`config.mk`:
```
export PLATFORM = sky130hd
export DESIGN_NAME = scan_pattern_engine
export DESIGN_NICKNAME = d
export VERILOG_FILES = /design/src/rtl/scan_pkg.sv /design/src/rtl/scan_fail_log.sv /design/src/rtl/scan_pattern_engine.sv
export SDC_FILE = /design/constraint.sdc
export NUM_CORES = 1
export LEC_CHECK = 0
export BUFFER_PORTS_ARGS = -buffer_cell sky130_fd_sc_hd__buf_2
export CORE_MARGIN = 8
export CORE_UTILIZATION = 49
export DETAILED_ROUTE_END_ITERATION = 10
export GPL_TIMING_DRIVEN = 0
export PLACE_DENSITY = 0.81
export SYNTH_ARGS = -nofsm -noshare
export SYNTH_HDL_FRONTEND = slang
export SYNTH_SLANG_ARGS = --single-unit
```
`constraint.sdc`:
```
create_clock -name sdram_clk -period 2.9 [get_ports sdram_clk]
set_input_delay 0.145 -clock sdram_clk [delete_from_list [all_inputs] [get_ports sdram_clk]]
set_output_delay 0.145 -clock sdram_clk [all_outputs]
set_load 0.01 [all_outputs]
```
`src/rtl/scan_pkg.sv`:
```
// Shared types and helpers for the scan pattern engine.
package scan_pkg;

    typedef enum logic [2:0] {IDLE, SHIFT, CAPTURE, UNLOAD, DONE} state_t;

    // Width of a shift index that must hold 0..len-1.
    function automatic int idx_w(input int len);
        return (len < 2) ? 1 : $clog2(len);
    endfunction

endpackage

```
`src/rtl/scan_fail_log.sv`:
```
// Failure bookkeeping: saturating failing-slice counter, sticky chain mask
// and the location of the first failure since the last clear.
module scan_fail_log #(
    parameter int NUM_CHAINS = 50,
    parameter int PAT_W      = 16,
    parameter int BIT_W      = 4,
    parameter int CNT_W      = 16
) (
    input  logic                  clk,
    input  logic                  rst_n,
    input  logic                  clear,
    input  logic [NUM_CHAINS-1:0] err,
    input  logic [PAT_W-1:0]      pat_idx,
    input  logic [BIT_W-1:0]      bit_idx,
    output logic [CNT_W-1:0]      fail_cnt,
    output logic [NUM_CHAINS-1:0] fail_chains,
    output logic [PAT_W-1:0]      first_fail_pat,
    output logic [BIT_W-1:0]      first_fail_bit
);

    always_ff @(posedge clk or negedge rst_n) begin
        if (!rst_n) begin
            fail_cnt       <= '0;
            fail_chains    <= '0;
            first_fail_pat <= '0;
            first_fail_bit <= '0;
        end else if (clear) begin
            fail_cnt       <= '0;
            fail_chains    <= '0;
            first_fail_pat <= '0;
            first_fail_bit <= '0;
        end else if (|err) begin
            if (fail_cnt != '1)
                fail_cnt <= fail_cnt + CNT_W'(1);
            fail_chains <= fail_chains | err;
            // A zero count means nothing has failed yet in this run.
            if (fail_cnt == '0) begin
                first_fail_pat <= pat_idx;
                first_fail_bit <= bit_idx;
            end
        end
    end

endmodule

```
`src/rtl/scan_pattern_engine.sv`:
```
// Scan-test sequencer: streams pattern slices into parallel chains, runs the
// capture window between patterns and compares unloaded responses.
module scan_pattern_engine
    import scan_pkg::*;
#(
    parameter int NUM_CHAINS     = 50,
    parameter int CHAIN_LEN      = 16,
    parameter int CAPTURE_CYCLES = 1,
    parameter int PAT_W          = 16
) (
    input  logic                         sdram_clk,
    input  logic                         sdram_resetn,
    input  logic                         start,
    input  logic                         abort,
    input  logic [PAT_W-1:0]             num_patterns,
    output logic                         busy,
    output logic                         done,
    input  logic                         pat_valid,
    output logic                         pat_ready,
    input  logic [NUM_CHAINS-1:0]        pat_si,
    input  logic [NUM_CHAINS-1:0]        pat_exp,
    input  logic [NUM_CHAINS-1:0]        pat_mask,
    output logic                         test_se,
    output logic                         test_clk_en,
    output logic [NUM_CHAINS-1:0]        test_si,
    input  logic [NUM_CHAINS-1:0]        test_so,
    output logic [15:0]                  fail_cnt,
    output logic [NUM_CHAINS-1:0]        fail_chains,
    output logic [PAT_W-1:0]             first_fail_pat,
    output logic [$clog2(CHAIN_LEN)-1:0] first_fail_bit
);

    localparam int BIT_W = idx_w(CHAIN_LEN);
    localparam logic [BIT_W-1:0] LAST_BIT = BIT_W'(CHAIN_LEN - 1);
    localparam logic [1:0]       CAP_LAST = 2'(CAPTURE_CYCLES - 1);

    state_t                  state, next_state;
    logic [PAT_W-1:0]        pat_idx, num_lat, log_pat;
    logic [BIT_W-1:0]        bit_idx;
    logic [1:0]              cap_cnt;
    logic [NUM_CHAINS-1:0]   si_q, err;
    logic                    consume, compare, accept, clear, more;

    assign accept  = (state == IDLE) && start && !abort;
    assign clear   = accept && (num_patterns != '0);
    assign more    = ({1'b0, pat_idx} + (PAT_W+1)'(1)) < {1'b0, num_lat};
    assign busy    = (state == SHIFT) || (state == CAPTURE) || (state == UNLOAD);
    assign done    = (state == DONE);
    // Responses seen while shifting pattern N belong to pattern N-1.
    assign log_pat = pat_idx - PAT_W'(1);
    assign err     = compare ? ((test_so ^ pat_exp) & pat_mask) : '0;

    always_comb begin
        next_state  = state;
        test_se     = 1'b0;
        test_clk_en = 1'b0;
        pat_ready   = 1'b0;
        test_si     = si_q;
        case (state)
            IDLE: if (start) next_state = (num_patterns != '0) ? SHIFT : DONE;
            SHIFT: begin
                test_se     = 1'b1;
                pat_ready   = 1'b1;
                test_clk_en = pat_valid;
                if (pat_valid && bit_idx == LAST_BIT) next_state = CAPTURE;
            end
            CAPTURE: begin
                test_clk_en = 1'b1;
                if (cap_cnt == CAP_LAST) next_state = more ? SHIFT : UNLOAD;
            end
            UNLOAD: begin
                test_se     = 1'b1;
                pat_ready   = 1'b1;
                test_clk_en = pat_valid;
                test_si     = '0;
                if (pat_valid && bit_idx == LAST_BIT) next_state = DONE;
            end
            DONE:    next_state = IDLE;
            default: next_state = IDLE;
        endcase
        if (abort) begin
            next_state  = IDLE;
            test_se     = 1'b0;
            test_clk_en = 1'b0;
            pat_ready   = 1'b0;
        end
        consume = pat_valid && pat_ready;
        compare = consume && ((state == UNLOAD) || (pat_idx != '0));
        if (state == SHIFT && consume) test_si = pat_si;
    end

    always_ff @(posedge sdram_clk or negedge sdram_resetn) begin
        if (!sdram_resetn) begin
            state   <= IDLE;
            pat_idx <= '0;
            bit_idx <= '0;
            cap_cnt <= '0;
            num_lat <= '0;
            si_q    <= '0;
        end else begin
            state <= next_state;
            si_q  <= test_si;
            if (accept) begin
                pat_idx <= '0;
                bit_idx <= '0;
                cap_cnt <= '0;
                num_lat <= num_patterns;
            end
            if (consume)
                bit_idx <= (bit_idx == LAST_BIT) ? '0 : bit_idx + BIT_W'(1);
            if (state == CAPTURE && !abort) begin
                if (cap_cnt == CAP_LAST) begin
                    cap_cnt <= '0;
                    pat_idx <= pat_idx + PAT_W'(1);
                end else begin
                    cap_cnt <= cap_cnt + 2'd1;
                end
            end
        end
    end

    scan_fail_log #(
        .NUM_CHAINS (NUM_CHAINS),
        .PAT_W      (PAT_W),
        .BIT_W      (BIT_W),
        .CNT_W      (16)
    ) u_fail_log (
        .clk            (sdram_clk),
        .rst_n          (sdram_resetn),
        .clear          (clear),
        .err            (err),
        .pat_idx        (log_pat),
        .bit_idx        (bit_idx),
        .fail_cnt       (fail_cnt),
        .fail_chains    (fail_chains),
        .first_fail_pat (first_fail_pat),
        .first_fail_bit (first_fail_bit)
    );

endmodule
```
==> results.cfg <==
[status]
run_status = completed

[die]
i_o_pin_count = 362
start_util_pct = 50.0
placeableCoreArea_um2 = 18000
die_w_um = 152
row_count = 49
floorplan.die_area_um2 = 23000
die_height_um = 152

[synth]
ys_flop_type = dfrtp_1
syn_area_per_cell_um2 = 9.42
post_synth_inst_count = 956
synth_async_sr_flop_share_pct = 100
syn-num-nets = 1200
yosys_register_bits = 177
yosysUniqueCellTypes = 56
synth.yosys.seq_area_share_pct = 49.2
yosys_warnings = 0
synth_enable_flop_cells = 0
synthesized_area_um2 = 9010

[worst_setup_path]
worst-path-buf-inv = 3
timing.setup.critical_path_class = register to output port
crit_top_cell = clkbuf_1
worstPathArrival_ns = 2.59
endpoint_kind = output port
crit_required_ns = 2.76
worstPathCellList = nor2_1 -> and3_1 -> nand2b_1 -> clkbuf_1 -> clkbuf_1 -> nand2_1 -> a21oi_1 -> buf_2
cpLargestDelayFamily = buffers and inverters
crit_slowest_cell = dfrtp_1
r2r_slack_ns = 0.20
worst-path-max-fanout = 10
critical_path.max_stage_delay_ns = 0.47
cp-start-kind = register

[flow_run]
maxCapViolCount = 0

[grt]
grt_pass1_wl_mm = 49.3
grt_max_degree = 93
track_usage_pct = 27.3
initial_antenna_violation_count = 10
globalRoute.totalOverflow = 0
grt_pass1_vias = 9707

[placement]
place_hpwl_mm = 23.3
dp_worst_setup_slack_ns = -0.112
finalWeightedCongestion = 0.948
dpl-instance-area_um2 = 11100
place.port_buffers = 361

[clock_tree]
number_of_buffers_inserted_during_clock_tree_synthesis = 17
cts_sinks = 177
clkSlewWorstSetupHoldPaths_ns = 0.07
cts_tree = yes
cts-htree-levels = 4
clockBufferDepth = 2
clkLatencyLatePin_ns = 0.43
clk_root_buffer_cell = clkbuf_16

[final_layout]
ff_latch_area_um2 = 4430
layout_area_overhead_pct = 43.4
most_common_library_cell_in_the_layout_ignoring_fill_and_taps = buf_2
drive_gt1_share_pct = 31.6
multi_input_comb_area_um2 = 4280
fill_cells = 1269
final_core_util_pct = 71.7
num-nets-final = 1691
layout.cells.most_common_list = 373 x buf_2, 183 x nand2_1, 175 x dfrtp_1
final_cell_area_um2 = 12900

[power]
design_power_total_mw = 7.30
vdd.ir_drop.worst_v = 0.000474
pwr_dens_nw_per_um2 = 565
leakage_power_nw = 6.85

[hold_path]
timing.hold.worst.class = input port to register

[sta]
timing.max_slew.rel_slack_pct = 53.3
period_needed_ns = 2.73
worst-slew-pin-transition_ns = 0.697
timing.final.setup_violations = 0
worst_clock_skew_ns = 0.0121
portion_of_the_clock_cycle_consumed_by_the_worst_path_in_the_final_layout_pct = 94.2
final.setup.worst_slack_ns = 0.167
holdWs_ns = 0.0102
achievable-frequency_mhz = 366
timing.final.max_slew_violations = 0
timing_hold_violations_final = 0

[detailed_routing]
drt-total-wl_mm = 33.2
ant_nets = 0
drc = 0
dr.first_iter.drc_count = 550
avgViaCountPerCell = 5.54
wl_per_cell_um = 19.4
first_pass_iters = 6
vias = 9456
[worst register-to-register path, cell delays in order (launching register included)]
cell      delay [ns]
dfrtp_1         0.37
buf_4           0.16
nor3_2          0.42
nand3b_1        0.27
nor2b_1         0.16
clkbuf_1        0.32
buf_2           0.32
buf_1           0.39
nor2_1          0.14
[final cells by class]
cell class                 count  share of cell area (%)
antenna                       18                   0.349
buffer                        57                    2.00
clock buffer                  17                    3.29
clock inverter                15                    1.26
inverter                      25                   0.726
multi-input combinational    697                    33.1
sequential                   177                    34.3
tap                          229                    2.22
timing repair buffer         472                    22.8
[synthesized netlist by cell type, types with 2 or more instances]
master    number  area share, %
a21o_1         7           0.58
a21oi_1       62            3.4
a21oi_2        3           0.29
a22oi_1       25            2.1
a311oi_1       2           0.19
a31o_2         2           0.19
a31oi_1       54            3.7
a32o_1         2           0.22
a41o_1         4           0.44
and2_1         7           0.49
and3_1        14           0.97
and4_1         2           0.19
buf_1          5           0.21
buf_2         14           0.78
buf_4          2           0.17
clkbuf_1      35            1.5
dfrtp_1      177             49
ha_1          23            3.2
inv_1         25            1.0
mux2_2        17            2.1
mux2i_1       14            1.6
nand2_1      184            7.7
nand2b_1       7           0.49
nand3_1       18            1.0
nand3b_1       2           0.17
nand4_1       14           0.97
nor2_1        83            3.5
nor2b_1        2           0.14
nor3_1         5           0.28
nor3_2         4           0.44
nor4_1         7           0.49
o21a_1         2           0.17
o21ai_0       24            1.3
o21ai_1        4           0.22
o31ai_1        3           0.25
or4_1          2           0.17
xnor2_1       17            1.7
xor2_1        64            6.2
[routing by layer]
| metal | share of wire (%) | global-route usage, % | vias to the layer above |
|---|---|---|---|
| li1 | - | - | 4305 |
| met5 | 0.039 | 0 | - |
| met2 | 51 | 48.3 | 500 |
| met3 | 8.4 | 6.24 | 155 |
| met4 | 5.9 | 16.7 | 2 |
| met1 | 34 | 29.0 | 4494 |
[logic make-up (layout without fill, tap and decap cells)]
group	count (synthesis)	in the layout	synth area share, %
DFF	177	177	49.2
other	0	18	0
adders and majority gates	23	23	3.19
buffers and inverters	82	586	3.78
AOI/OAI and AO/OA	202	202	14.3
and+or+nand+nor	359	359	17.9
muxes	32	32	3.80
xor gates and xnor gates	81	81	7.87
[sequential cells by signal, summed over array words and instances (netlist names)]
signal	count
cap_cnt	2
bit_idx	4
si_q	50
num_lat	16
state	3
u_fail_log.fail_cnt	16
u_fail_log.first_fail_bit	4
u_fail_log.first_fail_pat	16
pat_idx	16
u_fail_log.fail_chains	50
[through the flow]
step           instances  TNS, ns
2_1_floorplan        956        0
3_3_place_gp        1546  -199.39
3_5_place_dp        1547   -0.112
4_1_cts             1688        0
5_1_grt             1698  -0.0496
6_report            1707        0
[where the power goes]
group	leakage, nW	total [mW]	switching [mW]	internal (mW)
logic	4.21	1.93	1.11	0.822
clock network	0.284	2.33	1.10	1.23
registers	2.36	3.03	0.163	2.87
total	6.85	7.30	2.37	4.92
[worst paths after layout]
kind / start / endpoint / cells after the start
max: state[2] / test_si[14] / 8
min: pat_mask[47] / u_fail_log.fail_chains[47] / 3
max reg2reg: state[0] / u_fail_log.fail_chains[22] / 8
min reg2reg: u_fail_log.fail_chains[25] / u_fail_log.fail_chains[25] / 2
max in group asynchronous: sdram_resetn / pat_idx[0] / 3
min in group asynchronous: sdram_resetn / si_q[41] / 2
[repair_timing]
item                                    4_1_cts  5_1_grt
gates resized for setup                       4       24
endpoints found under the setup margin        3       45
buffers inserted                              0        1
pin swaps                                     0        2
hold endpoints to repair                    193        0
hold buffers                                109        0
(Power assumes the default switching activity.)
